`src/rtl/md_pkg.sv`:
```
// Shared definitions for the multiply/divide issue logic: request opcodes, idle md_op
// encoding, FSM state type and opcode class helpers.
package md_pkg;

    localparam logic [2:0] OP_MULT    = 3'b000;
    localparam logic [2:0] OP_MULTU   = 3'b001;
    localparam logic [2:0] OP_DIV     = 3'b010;
    localparam logic [2:0] OP_DIVU    = 3'b011;
    localparam logic [2:0] OP_MTHI    = 3'b100;
    localparam logic [2:0] OP_MTLO    = 3'b101;
    localparam logic [2:0] OP_MFHI    = 3'b110;
    localparam logic [2:0] OP_MFLO    = 3'b111;

    localparam logic [2:0] MD_OP_IDLE = 3'b111;

    typedef enum logic {
        ST_IDLE = 1'b0,
        ST_BUSY = 1'b1
    } md_state_e;

    function automatic logic is_muldiv(input logic [2:0] op);
        return ~op[2];
    endfunction

    function automatic logic is_mt(input logic [2:0] op);
        return (op[2:1] == 2'b10);
    endfunction

    function automatic logic is_mf(input logic [2:0] op);
        return (op[2:1] == 2'b11);
    endfunction

endpackage

```
`src/rtl/md_lat_counter.sv`:
```
// Latency down-counter for md operations: loadable, decrements while enabled, never
// wraps below zero, and flags the zero state.
module md_lat_counter #(
    parameter int CNT_W = 4
) (
    input  logic             clk,
    input  logic             reset,
    input  logic             i_load,
    input  logic [CNT_W-1:0] i_load_val,
    input  logic             i_dec,
    output logic [CNT_W-1:0] o_value,
    output logic             o_zero
);

    logic [CNT_W-1:0] r_cnt;

    always_ff @(posedge clk) begin
        if (reset) begin
            r_cnt <= '0;
        end else if (i_load) begin
            r_cnt <= i_load_val;
        end else if (i_dec && (r_cnt != '0)) begin
            r_cnt <= r_cnt - 1'b1;
        end
    end

    assign o_value = r_cnt;
    assign o_zero  = (r_cnt == '0);

endmodule

```
`src/rtl/md_issue.sv`:
```
// Multiply/divide issue stage: accepts HI/LO-class requests, drives md, times mult/div
// itself and returns mfhi/mflo data. Optional MD_FLUSH_EN adds a flush input.
module md_issue
    import md_pkg::*;
#(
    parameter int W       = 32,
    parameter int MUL_LAT = 5,
    parameter int DIV_LAT = 10
) (
    input  logic         clk,
    input  logic         reset,
    input  logic         req_valid,
    output logic         req_ready,
    input  logic [2:0]   req_op,
    input  logic [W-1:0] req_a,
    input  logic [W-1:0] req_b,
    output logic         stall,
    output logic         rsp_valid,
    output logic [W-1:0] rsp_data,
    output logic         md_start,
    output logic [2:0]   md_op,
    output logic [W-1:0] md_data1,
    output logic [W-1:0] md_data2,
    input  logic         md_busy,
    input  logic [W-1:0] md_hi,
    input  logic [W-1:0] md_lo
`ifdef MD_FLUSH_EN
   ,input  logic         flush
`endif
);

    localparam int MAX_LAT = (DIV_LAT > MUL_LAT) ? DIV_LAT : MUL_LAT;
    localparam int CNT_W   = $clog2(MAX_LAT + 1);

    md_state_e        r_state;
    logic             r_md_start;
    logic [2:0]       r_md_op;
    logic [W-1:0]     r_md_data1;
    logic [W-1:0]     r_md_data2;
    logic             r_rsp_valid;
    logic [W-1:0]     r_rsp_data;

    logic             w_flush;
    logic             w_busy_eff;
    logic             w_accept;
    logic             w_load;
    logic [CNT_W-1:0] w_load_val;
    logic [CNT_W-1:0] w_cnt;
    logic             w_cnt_zero;
    logic             w_req_mf;

`ifdef MD_FLUSH_EN
    assign w_flush = flush;
`else
    assign w_flush = 1'b0;
`endif

    // md_start covers the cycle where md has not yet raised md_busy for a fresh Start.
    assign w_busy_eff = (r_state == ST_BUSY) | md_busy | r_md_start;
    assign w_req_mf   = is_mf(req_op);

    // An mf* right behind an mt* waits one cycle so md has latched the write.
    assign req_ready  = ~w_busy_eff & ~(w_req_mf & is_mt(r_md_op)) & ~w_flush;
    assign stall      = req_valid & ~req_ready;
    assign w_accept   = req_valid & req_ready;
    assign w_load     = w_accept & is_muldiv(req_op);
    assign w_load_val = req_op[1] ? CNT_W'(DIV_LAT) : CNT_W'(MUL_LAT);

    md_lat_counter #(
        .CNT_W (CNT_W)
    ) u_lat_cnt (
        .clk        (clk),
        .reset      (reset),
        .i_load     (w_load),
        .i_load_val (w_load_val),
        .i_dec      (r_state == ST_BUSY),
        .o_value    (w_cnt),
        .o_zero     (w_cnt_zero)
    );

    always_ff @(posedge clk) begin
        if (reset) begin
            r_state     <= ST_IDLE;
            r_md_start  <= 1'b0;
            r_md_op     <= MD_OP_IDLE;
            r_md_data1  <= '0;
            r_md_data2  <= '0;
            r_rsp_valid <= 1'b0;
            r_rsp_data  <= '0;
        end else begin
            r_md_start  <= w_load;
            r_md_op     <= (w_accept & ~w_req_mf) ? req_op : MD_OP_IDLE;
            r_rsp_valid <= w_accept & w_req_mf & ~w_flush;

            if (w_accept & ~w_req_mf) begin
                r_md_data1 <= req_a;
            end
            if (w_load) begin
                r_md_data2 <= req_b;
            end
            if (w_accept & w_req_mf) begin
                r_rsp_data <= req_op[0] ? md_lo : md_hi;
            end

            case (r_state)
                ST_IDLE: begin
                    if (w_load) begin
                        r_state <= ST_BUSY;
                    end
                end
                ST_BUSY: begin
                    if ((w_cnt == CNT_W'(1)) || w_cnt_zero) begin
                        r_state <= ST_IDLE;
                    end
                end
                default: r_state <= ST_IDLE;
            endcase
        end
    end

    assign md_start  = r_md_start;
    assign md_op     = r_md_op;
    assign md_data1  = r_md_data1;
    assign md_data2  = r_md_data2;
    assign rsp_valid = r_rsp_valid;
    assign rsp_data  = r_rsp_data;

endmodule

```
`config.mk`:
```
export PLATFORM = sky130hd
export DESIGN_NAME = md_issue
export DESIGN_NICKNAME = d
export VERILOG_FILES = /design/src/rtl/md_pkg.sv /design/src/rtl/md_lat_counter.sv /design/src/rtl/md_issue.sv
export SDC_FILE = /design/constraint.sdc
export NUM_CORES = 1
export LEC_CHECK = 0
export CORE_MARGIN = 2
export CORE_UTILIZATION = 33
export CTS_BUF_LIST = sky130_fd_sc_hd__clkbuf_4 sky130_fd_sc_hd__clkbuf_8
export DETAILED_ROUTE_END_ITERATION = 7
export PLACE_DENSITY = 0.68
export SYNTH_ARGS = -nofsm -noshare
export SYNTH_HDL_FRONTEND = slang
export SYNTH_SLANG_ARGS = --single-unit
```
`constraint.sdc`:
```
create_clock -name clk -period 2.35 [get_ports clk]
set_input_delay 0.235 -clock clk [delete_from_list [all_inputs] [get_ports clk]]
set_output_delay 0.235 -clock clk [all_outputs]
set_load 0.01 [all_outputs]
```
==> summary.md, run 1 <==
| Metric | Value |
|---|---|
| Status | `completed` |
| Vias | `between 4,000 and 5,000` |
| RSZ-0062 raised after global routing | `false` |
| Clock slew at reported path FFs | `110 ps` |
| R2R depth | `4` |
| Crit-path cells | `or3_1 > a21oi_2 > clkdlybuf4s50_1` |
| Max-cap check violation count | `0` |
| Worst R2R Start | `r_state` |
| Endpoints failing hold | `0` |
| Leakage | `~2.5 nW` |
| Tcrit/Tclk final | `0.929` |
| I/O pin count | `around 240` |
| Sink Count | `between 100 and 150` |
| Total wire length | `14,400 um` |
| Pre-CTS setup slack | `approximately 120 ps` |
| Clk buf depth | `2` |
| First-pass GRT wire length | `~23,000 um` |
| Buffers added on ports | `237` |
| Crit path buffers/inverters | `1` |
| Crit Path Class | `flop to primary output` |
| DR WL/cell | `about 16 um` |
| Crit path time final | `about 2200 ps` |
| Register area | `~2100 um2` |
| # hold bufs at CTS | `0` |
| Crit path largest cell delay | `about 560 ps` |
| Hold path depth | `3` |
| Largest family of logic cells by synthesized area | `simple AND/OR/NAND/NOR gates` |
| Critical path endpoint category | `primary output` |
| Final setup violation count | `0` |
| Simple-gate share of the synthesized area | `0.197` |
| Post-layout util | `0.537` |
| Final max-slew violation count | `0` |
| Largest net degree at the start of global routing | `around 110` |
| Highest-delay cell along the critical path | `clkdlybuf4s50_1` |
| R2R Setup Slk | `~440 ps` |
| Hold wc startpoint | `req_b[8]` |
| Total CTS buffers | `9` |
| Critical R2R Capture | `rsp_data[24]` |
| CP arrival | `about 2000 ps` |
| Most frequent cell after synthesis | `dfxtp_1` |
| Vias per inst | `4.98` |
| Highest clock rate | `between 0.4 and 0.5 GHz` |
| RD Place Congestion | `just under 0.8` |
| Synth Register Bits | `106` |
| Initial Utilization | `0.342` |
| Post-synth net total | `roughly 660` |
| XOR/XNOR share of the synthesized area | `0` |
| Mux contribution to synthesized area | `0.142` |
| Power Dens Cells | `approximately 520 nW/um2` |
| Register area share after synthesis | `0.444` |
| CORE AREA | `approximately 14,000 um2` |
| Nets@finish | `870` |
| 1st-pass router iterations | `4` |
| Syn-to-layout area delta | `57.3%` |
| Setup ws final | `167 ps` |
| Vias in the first global route | `roughly 4,600` |
| Ant diodes | `0` |
| Library cells used by synthesis | `33` |
| Cell Area, Synth | `~4800 um2` |
| Layout cells sized above 1 | `0.0921` |
| Crit path max-delay family | `buffers and inverters` |
| Multi-input logic area | `2310 um2` |
| Setup TNS | `0 ps` |
| HPWL Detailed | `~10000 um` |
| Post-DRT Antenna Nets | `0` |
| Worst hold path type | `primary input to flop` |
| Dominant cell type by area after synthesis | `dfxtp_1` |
| Synthesis warning total | `0` |
| H-tree Lvls | `3` |
| Compound-gate portion of the synthesized area | `0.134` |
| Async set-reset flop share out of synthesis | `0` |
| Die X | `about 120 um` |
| Commonest cells in the synthesized netlist | `106 x dfxtp_1, 65 x nand2b_1, 43 x clkbuf_1, 36 x inv_1, 34 x a21oi_1` |
| CTS Root Cell | `clkbuf_8` |
| GRT Residual Overflow | `0` |
| Synth Area in Adders | `0.00524` |
| Worst slew margin | `0.425` |
| Worst vdd ir | `about 0.39 mV` |
| Most used DFF post-synth | `dfxtp_1` |
| Slew @ Worst Pin | `862 ps` |
| Starting DRT DRC Count | `231` |
| Critical Path Start Type | `flop` |
| Clk_lat worst skew | `380 ps` |
| Post-synth top area share | `0.444` |
| DR DRC count | `0` |
| CTS tree | `done` |
| Crit. Startpoint | `r_state` |
| CP required | `2120 ps` |
| Largest cells by area after synthesis | `dfxtp_1 44%, nand2b_1 8.5%, mux2_2 7.5%` |
| Max FO, Critical Path | `8` |
| Row Count | `43` |
| Number of synthesized flops with an enable pin | `0` |
| Die Footprint | `15,500 um2` |
| Cells after synthesis | `524` |
| Hold Path Sink | `md_data2[8]` |
| Worst Skew | `a little under 10 ps` |
| Initial antenna violation count | `0` |
| DIE HEIGHT | `124 um` |
| # fillers | `roughly 1,300` |
| GRT Total Usage | `0.180` |
| Avg Inst Size Synth | `between 9 and 10 um2` |
-- timing repair --
| item | CTS | global route |
|---|---|---|
| endpoints found under the setup margin | 0 | 1 |
| resized for setup | 0 | 1 |
| buffers inserted | 0 | 0 |
-- area by class of cell --
| cell class | instances | area share |
|---|---|---|
| inverter | 36 | 0.0180 |
| timing repair buffer | 250 | 0.335 |
| tap | 180 | 0.0300 |
| sequential | 106 | 0.282 |
| clock inverter | 6 | 0.00966 |
| multi-input combinational | 330 | 0.307 |
| clock buffer | 10 | 0.0183 |
-- worst max path at each step --
stage,endpoint,slack (ps),depth (start not counted)
final,req_ready,170,3
after global routing,req_ready,70,3
after CTS,req_ready,50,3
after detailed placement,rsp_data[24],120,5
after global placement,req_ready,170,4
after floorplan,rsp_data[1],420,7
-- per-layer routing --
metal  GRT usage  part of all wire  up-vias  routed length (um)
li1            -                 -     2259                   -
met3      0.0679             0.079       11                1140
met4      0.0390            0.0090        0                 130
met5           0                 0        -                   0
met1       0.219              0.43     2132                6170
met2       0.305              0.48      170                6940
-- cells in the final DEF, fill, tap and decap left out, types with 4 or more instances in the layout --
cell             count
buf_4               10
mux2_2              32
clkbuf_8            10
nand2_1              5
clkdlybuf4s50_1    236
buf_12               4
mux2i_1             32
or3_1                6
a211oi_1            32
nand3_1             32
nor4_1              33
dfxtp_1            106
o21ai_0             33
inv_1               36
nand2b_1            65
a21oi_1             33
-- worst reg2reg max path: stages (launching register included) --
cell	delay, ps
dfxtp_1	400
or4b_4	580
or3_1	370
buf_12	180
a211oi_1	290
-- state kept, by name, summed over array words and instances, names as in the netlist --
name / cells
md_data2: 32
rsp_data: 32
rsp_valid: 1
md_op: 3
r_state: 1
md_data1: 32
md_start: 1
u_lat_cnt.o_value: 4
-- power breakdown --
part	switching (mW)	leakage (nW)	internal (mW)
registers	0.0393	0.862	1.87
clock network	0.670	0.109	0.538
logic	0.311	1.55	0.457
total	1.02	2.52	2.86
-- per-stage QoR --
stage,hold WS (ps),total power [mW],std cells,area [um2]
after global placement,444,2.70,902,7300
after CTS,372,3.93,918,7510
after detailed placement,449,2.72,902,7300
after global routing,378,4.05,918,7520
after floorplan,339,2.27,524,4780
final,396,3.88,918,7520
-- cell families (layout without fill, tap and decap cells) --
group | count (synthesis) | count (layout)
AOI/OAI and AO/OA | 107 | 107
adders and majority gates | 2 | 2
buffers and inverters | 88 | 302
DFF | 106 | 106
muxes | 64 | 64
and+or+nand+nor | 157 | 157
Power figures use the tool's default switching activity.
==> run 2, diff against run 1 <==
- CELL_PAD_IN_SITES_DETAIL_PLACEMENT: unset -> 1
- CELL_PAD_IN_SITES_GLOBAL_PLACEMENT: unset -> 1
- CORE_UTILIZATION: 33 -> 30
- PLACE_DENSITY: 0.68 -> unset
- PLACE_DENSITY_LB_ADDON: unset -> 0.1
==> run 2 against run 1 <==
Sequential share of layout area is essentially flat; clock power shrank 7%; worst hold slack gained 16 ps; clock skew down 2.3 ps; cell area grew 0.15%; critical path type unchanged; critical endpoint unchanged; largest cell class unchanged.
==> summary.md, run 2 (synthesis gave the netlist of run 1 again) <==
| Metric | Value |
|---|---|
| Syn-to-layout area delta | `57.5% (was 57.3%)` |
| Setup bufs post-CTS | `0 (unchanged)` |
| Final setup violation count | `0 (unchanged)` |
| Clock slew at reported path FFs | `100 ps (was 110 ps)` |
| Leakage | `2.50 nW (was 2.52 nW)` |
| Die Footprint | `17,000 um2 (was 15,500 um2)` |
| Ant diodes | `0 (unchanged)` |
| Clk buf depth | `2 (unchanged)` |
| CP arrival | `1970 ps (was 1950 ps)` |
| Die X | `130 um (was 124 um)` |
| Row Count | `46 (was 43)` |
| Total CTS buffers | `9 (unchanged)` |
| Critical Path Start Type | `flop (unchanged)` |
| GRT Residual Overflow | `0 (unchanged)` |
| Max FO, Critical Path | `8 (unchanged)` |
| Total wire length | `16,100 um (was 14,400 um)` |
| CTS Root Cell | `clkbuf_8 (unchanged)` |
| Setup TNS | `0 ps (unchanged)` |
| Worst slew margin | `0.421 (was 0.425)` |
| DIE HEIGHT | `130 um (was 124 um)` |
| # fillers | `1,771 (was 1,287)` |
| Multi-input logic area | `2310 um2 (unchanged)` |
| Clk_lat worst skew | `370 ps (was 380 ps)` |
| Buffers added on ports | `237 (unchanged)` |
| CP required | `2120 ps (about the same)` |
| Largest net degree at the start of global routing | `103 (was 106)` |
| Max-cap check violation count | `0 (unchanged)` |
| DR DRC count | `0 (unchanged)` |
| RD Place Congestion | `0.795 (was 0.775)` |
| CORE AREA | `15,700 um2 (was 14,000 um2)` |
| Vias | `4,655 (was 4,572)` |
| 1st-pass router iterations | `4 (unchanged)` |
| CTS tree | `done (unchanged)` |
| First-pass GRT wire length | `25,100 um (was 23,200 um)` |
| Worst Skew | `7.35 ps (was 9.62 ps)` |
| DR WL/cell | `16.9 um (was 15.7 um)` |
| Status | `completed (unchanged)` |
| Worst hold path type | `primary input to flop (unchanged)` |
| Crit path time final | `2210 ps (was 2180 ps)` |
| Vias in the first global route | `4,807 (was 4,587)` |
| Total power | `3.81 mW (was 3.88 mW)` |
| Post-DRT Antenna Nets | `0 (unchanged)` |
| Final max-slew violation count | `0 (unchanged)` |
| Tcrit/Tclk final | `0.938 (was 0.929)` |
| Endpoints failing hold | `0 (unchanged)` |
| Starting DRT DRC Count | `205 (was 231)` |
| Register area | `2120 um2 (unchanged)` |
| Slew @ Worst Pin | `868 ps (was 862 ps)` |
| GRT Total Usage | `0.188 (was 0.180)` |
| I/O pin count | `238 (unchanged)` |
| Nets@finish | `871 (was 870)` |
| Worst vdd ir | `0.352 mV (was 0.385 mV)` |
| Sink Count | `106 (unchanged)` |
| Vias per inst | `4.88 (was 4.98)` |
| Power Dens Cells | `506 nW/um2 (was 516 nW/um2)` |
| Highest clock rate | `0.453 GHz (was 0.458 GHz)` |
| H-tree Lvls | `3 (unchanged)` |
| Crit Path Class | `flop to primary output (unchanged)` |
| Initial antenna violation count | `0 (unchanged)` |
| Initial Utilization | `0.304 (was 0.342)` |
| Layout cells sized above 1 | `0.0909 (was 0.0921)` |
| RSZ-0062 raised after global routing | `false (unchanged)` |
| Highest-count cells in the layout ignoring fill and taps | `236 x clkdlybuf4s50_1, 106 x dfxtp_1, 65 x nand2b_1, 36 x inv_1 (unchanged)` |
| Most common cell after layout, fill and taps aside | `clkdlybuf4s50_1 (unchanged)` |
| Critical path endpoint category | `primary output (unchanged)` |
| HPWL Detailed | `11,400 um (was 10000 um)` |
## run 2: cell types whose count changed in the layout (fill, tap and decap cells not counted), sizes merged
cell / change
inv: -3
buf: +1
clkbuf: +1
clkinv: -1
clkinvlp: +1
## run 2: path summary, 6_finish.rpt
check	depth (start not counted)	slack (ps)	startpoint	end
setup / recovery	3	140	r_state	req_ready
hold / removal	3	410	req_b[28]	md_data2[28]
setup reg to reg	4	420	r_state	rsp_data[16]
hold reg to reg	2	460	rsp_data[15]	rsp_data[15]
## run 2: metal layers
metal | global-route usage | vias to the layer above | routed length (um)
met4 | 0.0436 | 0 | 203
met2 | 0.313 | 142 | 7880
li1 | - | 2255 | -
met5 | 0 | - | 0
met1 | 0.234 | 2246 | 6800
met3 | 0.0636 | 12 | 1240
## run 2: power breakdown
part	switching, mW	internal (mW)	total [mW]
Combinational	0.319	0.456	0.776
Clock	0.621	0.505	1.13
Sequential	0.0400	1.87	1.91
## run 2: worst max-delay path: stages, from the launching register on
cell and delay, ps:
dfxtp_1 400, or3_1 440, a21oi_2 190, clkdlybuf4s50_1 570
## run 2: cell type report
class	count	area share
multi-input cells	330	0.306
inverters	36	0.0180
clock inverters	3	0.00565
clock buffers	11	0.0185
flip-flops and latches	106	0.282
repair buffers	251	0.334
well taps	216	0.0359
## run 2: timing repair
item | 4_1_cts | 5_1_grt
setup endpoints to repair | 0 | 2
hold buffers | 0 | 0
gates resized for setup | 0 | 1
## run 2: through the flow
step	setup WS, ps	util	hold WS, ps	instances	area [um2]
CTS	17.5	0.479	385	953	7520
finish	145	0.479	412	953	7530
global placement	155	0.467	443	939	7340
floorplan	422	-	339	524	4780
global route	48.6	0.479	394	953	7530
detailed placement	112	0.467	451	939	7340
==> run 3, diff against run 2 <==
==> constraint.sdc (replaced) <==
create_clock -name clk -period 2.35 [get_ports clk]
set_input_delay 0.705 -clock clk [delete_from_list [all_inputs] [get_ports clk]]
set_output_delay 0.705 -clock clk [all_outputs]
set_load 0.01 [all_outputs]
==> run 3 against run 2 <==
Sequential share of layout area shrank 0.53 points; total power grew 2.5%; cell count grew 1.5%; clock skew grew 2.7 ps; first-iteration DRC count shrank 25%; critical path type is now primary input to primary output; largest cell class unchanged; highest routed layer unchanged.
==> summary.md, run 3 (synthesis gave the netlist of run 1 again) <==
| Metric | Value |
|---|---|
| Final setup violation count | `0 (unchanged)` |
| CORE AREA | `15,700 um2 (unchanged)` |
| Slew @ Worst Pin | `512 ps (was 868 ps)` |
| Die Footprint | `17,000 um2 (unchanged)` |
| Critical Path Start Type | `primary input (was flop)` |
| Crit-path cells | `dlygate4sd2_1 > or3_4 > a21oi_2 > nor2b_1 > buf_2 (was or3_1 > a21oi_2 > clkdlybuf4s50_1)` |
| Worst hold path type | `flop to flop (was primary input to flop)` |
| R2R Setup Slk | `410 ps (was 420 ps)` |
| # fillers | `1,818 (was 1,771)` |
| Gate power share | `0.204 (about the same)` |
| Row Count | `46 (unchanged)` |
| Int Pwr | `2.89 mW (was 2.83 mW)` |
| Clk buf depth | `2 (unchanged)` |
| Max-cap check violation count | `0 (unchanged)` |
| CP required | `1640 ps (was 2120 ps)` |
| Clock slew at reported path FFs | `90 ps (was 100 ps)` |
| Post-layout util | `0.488 (was 0.479)` |
| Switching Share | `0.260 (was 0.258)` |
| Leakage | `2.61 nW (was 2.50 nW)` |
| 1st-pass router iterations | `4 (unchanged)` |
| Crit Path Class | `primary input to primary output (was flop to primary output)` |
| Total power | `3.90 mW (was 3.81 mW)` |
| Vias in the first global route | `5,009 (was 4,807)` |
| Post-DRT Antenna Nets | `0 (unchanged)` |
| Largest net degree at the start of global routing | `57 (was 103)` |
| Die X | `130 um (unchanged)` |
| I/O pin count | `238 (unchanged)` |
| # hold bufs at CTS | `0 (unchanged)` |
| CTS tree | `done (unchanged)` |
| Highest-delay cell along the critical path | `or3_4 (was clkdlybuf4s50_1)` |
| Post-Layout Cell Count | `967 (was 953)` |
| CTS Root Cell | `clkbuf_8 (unchanged)` |
| Nets@finish | `882 (was 871)` |
| Highest clock rate | `0.428 GHz (was 0.453 GHz)` |
| Highest-count cells in the layout ignoring fill and taps | `230 x clkdlybuf4s50_1, 106 x dfxtp_1, 65 x nand2b_1, 36 x inv_1 (was 236 x clkdlybuf4s50_1, 106 x dfxtp_1, 65 x nand2b_1, 36 x inv_1)` |
| H-tree Lvls | `3 (unchanged)` |
| Initial Utilization | `0.304 (unchanged)` |
| Total CTS buffers | `9 (unchanged)` |
| GRT Residual Overflow | `0 (unchanged)` |
| Sink Count | `106 (unchanged)` |
| Status | `completed (unchanged)` |
| Worst Skew | `10.1 ps (was 7.35 ps)` |
| Final max-slew violation count | `0 (unchanged)` |
| Total wire length | `16,500 um (was 16,100 um)` |
| Switching power total | `1.02 mW (was 0.981 mW)` |
| DP Area | `7460 um2 (was 7340 um2)` |
| RSZ-0062 raised after global routing | `true (was false)` |
| Layout cells sized above 1 | `0.112 (was 0.0909)` |
| Most common cell after layout, fill and taps aside | `clkdlybuf4s50_1 (unchanged)` |
| Power Dens Cells | `508 nW/um2 (was 506 nW/um2)` |
| Buffers added on ports | `237 (unchanged)` |
| Worst slew margin | `0.659 (was 0.421)` |
| RD Place Congestion | `0.780 (was 0.795)` |
| Setup bufs post-CTS | `0 (unchanged)` |
| Reg power frac | `0.488 (was 0.501)` |
| Hold_ws | `465 ps (was 412 ps)` |
| Endpoints failing hold | `0 (unchanged)` |
| Crit path largest cell delay | `350 ps (was 570 ps)` |
| Setup TNS | `0 ps (unchanged)` |
| Pre-CTS setup slack | `-670 ps (was 112 ps)` |
| HPWL Detailed | `12,100 um (was 11,400 um)` |
| Syn-to-layout area delta | `60.5% (was 57.5%)` |
| Setup ws final | `16.1 ps (was 145 ps)` |
| Clk_lat worst skew | `390 ps (was 370 ps)` |
| DIE HEIGHT | `130 um (unchanged)` |
| Critical path endpoint category | `primary output (unchanged)` |
| Post-Place Cells | `950 (was 939)` |
| Worst vdd ir | `0.238 mV (was 0.352 mV)` |
| Critical R2R Capture | `rsp_data[26] (was rsp_data[16])` |
| First-pass GRT wire length | `25,700 um (was 25,100 um)` |
| Hold path depth | `2 (was 3)` |
| R2R depth | `5 (was 4)` |
| GRT Total Usage | `0.192 (was 0.188)` |
| Initial antenna violation count | `1 (was 0)` |
| Hold Path Sink | `rsp_data[10] (was md_data2[28])` |
| DR WL/cell | `17.1 um (was 16.9 um)` |
| Worst R2R Start | `r_state (unchanged)` |
| Clk pwr share | `0.308 (was 0.296)` |
| Tcrit/Tclk final | `0.993 (was 0.938)` |
| Vias | `4,702 (was 4,655)` |
| Vias per inst | `4.86 (was 4.88)` |
| DR DRC count | `0 (unchanged)` |
| Post-route cell area | `7670 um2 (was 7530 um2)` |
| Starting DRT DRC Count | `154 (was 205)` |
| Hold wc startpoint | `rsp_data[10] (was req_b[28])` |
| CP arrival | `1630 ps (was 1970 ps)` |
| Max FO, Critical Path | `2 (was 8)` |
| Crit path time final | `2330 ps (was 2210 ps)` |
-- run 3: cell type report --
type | instances | area (um2) | share of cell area
diodes | 1 | 2.50 | 0.000326
clock buffers | 12 | 153 | 0.0199
clock inverters | 4 | 51.3 | 0.00669
inverters | 36 | 135 | 0.0176
multi-input cells | 330 | 2310 | 0.302
flip-flops and latches | 106 | 2120 | 0.277
well taps | 216 | 270 | 0.0352
repair buffers | 262 | 2630 | 0.342
-- run 3: worst max path at each step --
stage                     cells past startpoint         to     from  slack (ps)
final                                         5      stall  md_busy          20
after global routing                          5      stall  md_busy         -20
after CTS                                     5      stall  md_busy           2
after detailed placement                      4  req_ready  md_busy        -670
after global placement                        4  req_ready  md_busy        -670
after floorplan                               4      stall  md_busy          70
-- run 3: what timing repair did --
action	in CTS	in global routing
hold endpoints to repair	0	0
endpoints found under the setup margin	2	10
pin swaps	1	1
gates resized for setup	13	2
-- run 3: power by group through the flow --
stage | logic (mW) | registers (mW) | clock network (mW)
final | 0.796 | 1.90 | 1.20
after global routing | 0.859 | 1.91 | 1.32
after CTS | 0.808 | 1.91 | 1.25
after detailed placement | 0.804 | 1.95 | 0
after global placement | 0.785 | 1.94 | 0
after floorplan | 0.293 | 1.97 | 0
-- run 3: critical path: cells and delay by family --
kind	cells	cell delay [ps]
AOI/OAI and AO/OA	1	130
buffers and inverters	2	370
and+or+nand+nor	2	410
-- run 3: routing by layer --
layer / share of wire / track usage
met1: 0.40 / 0.219
met2: 0.50 / 0.339
met3: 0.070 / 0.0541
met4: 0.022 / 0.0797
met5: 0 / 0
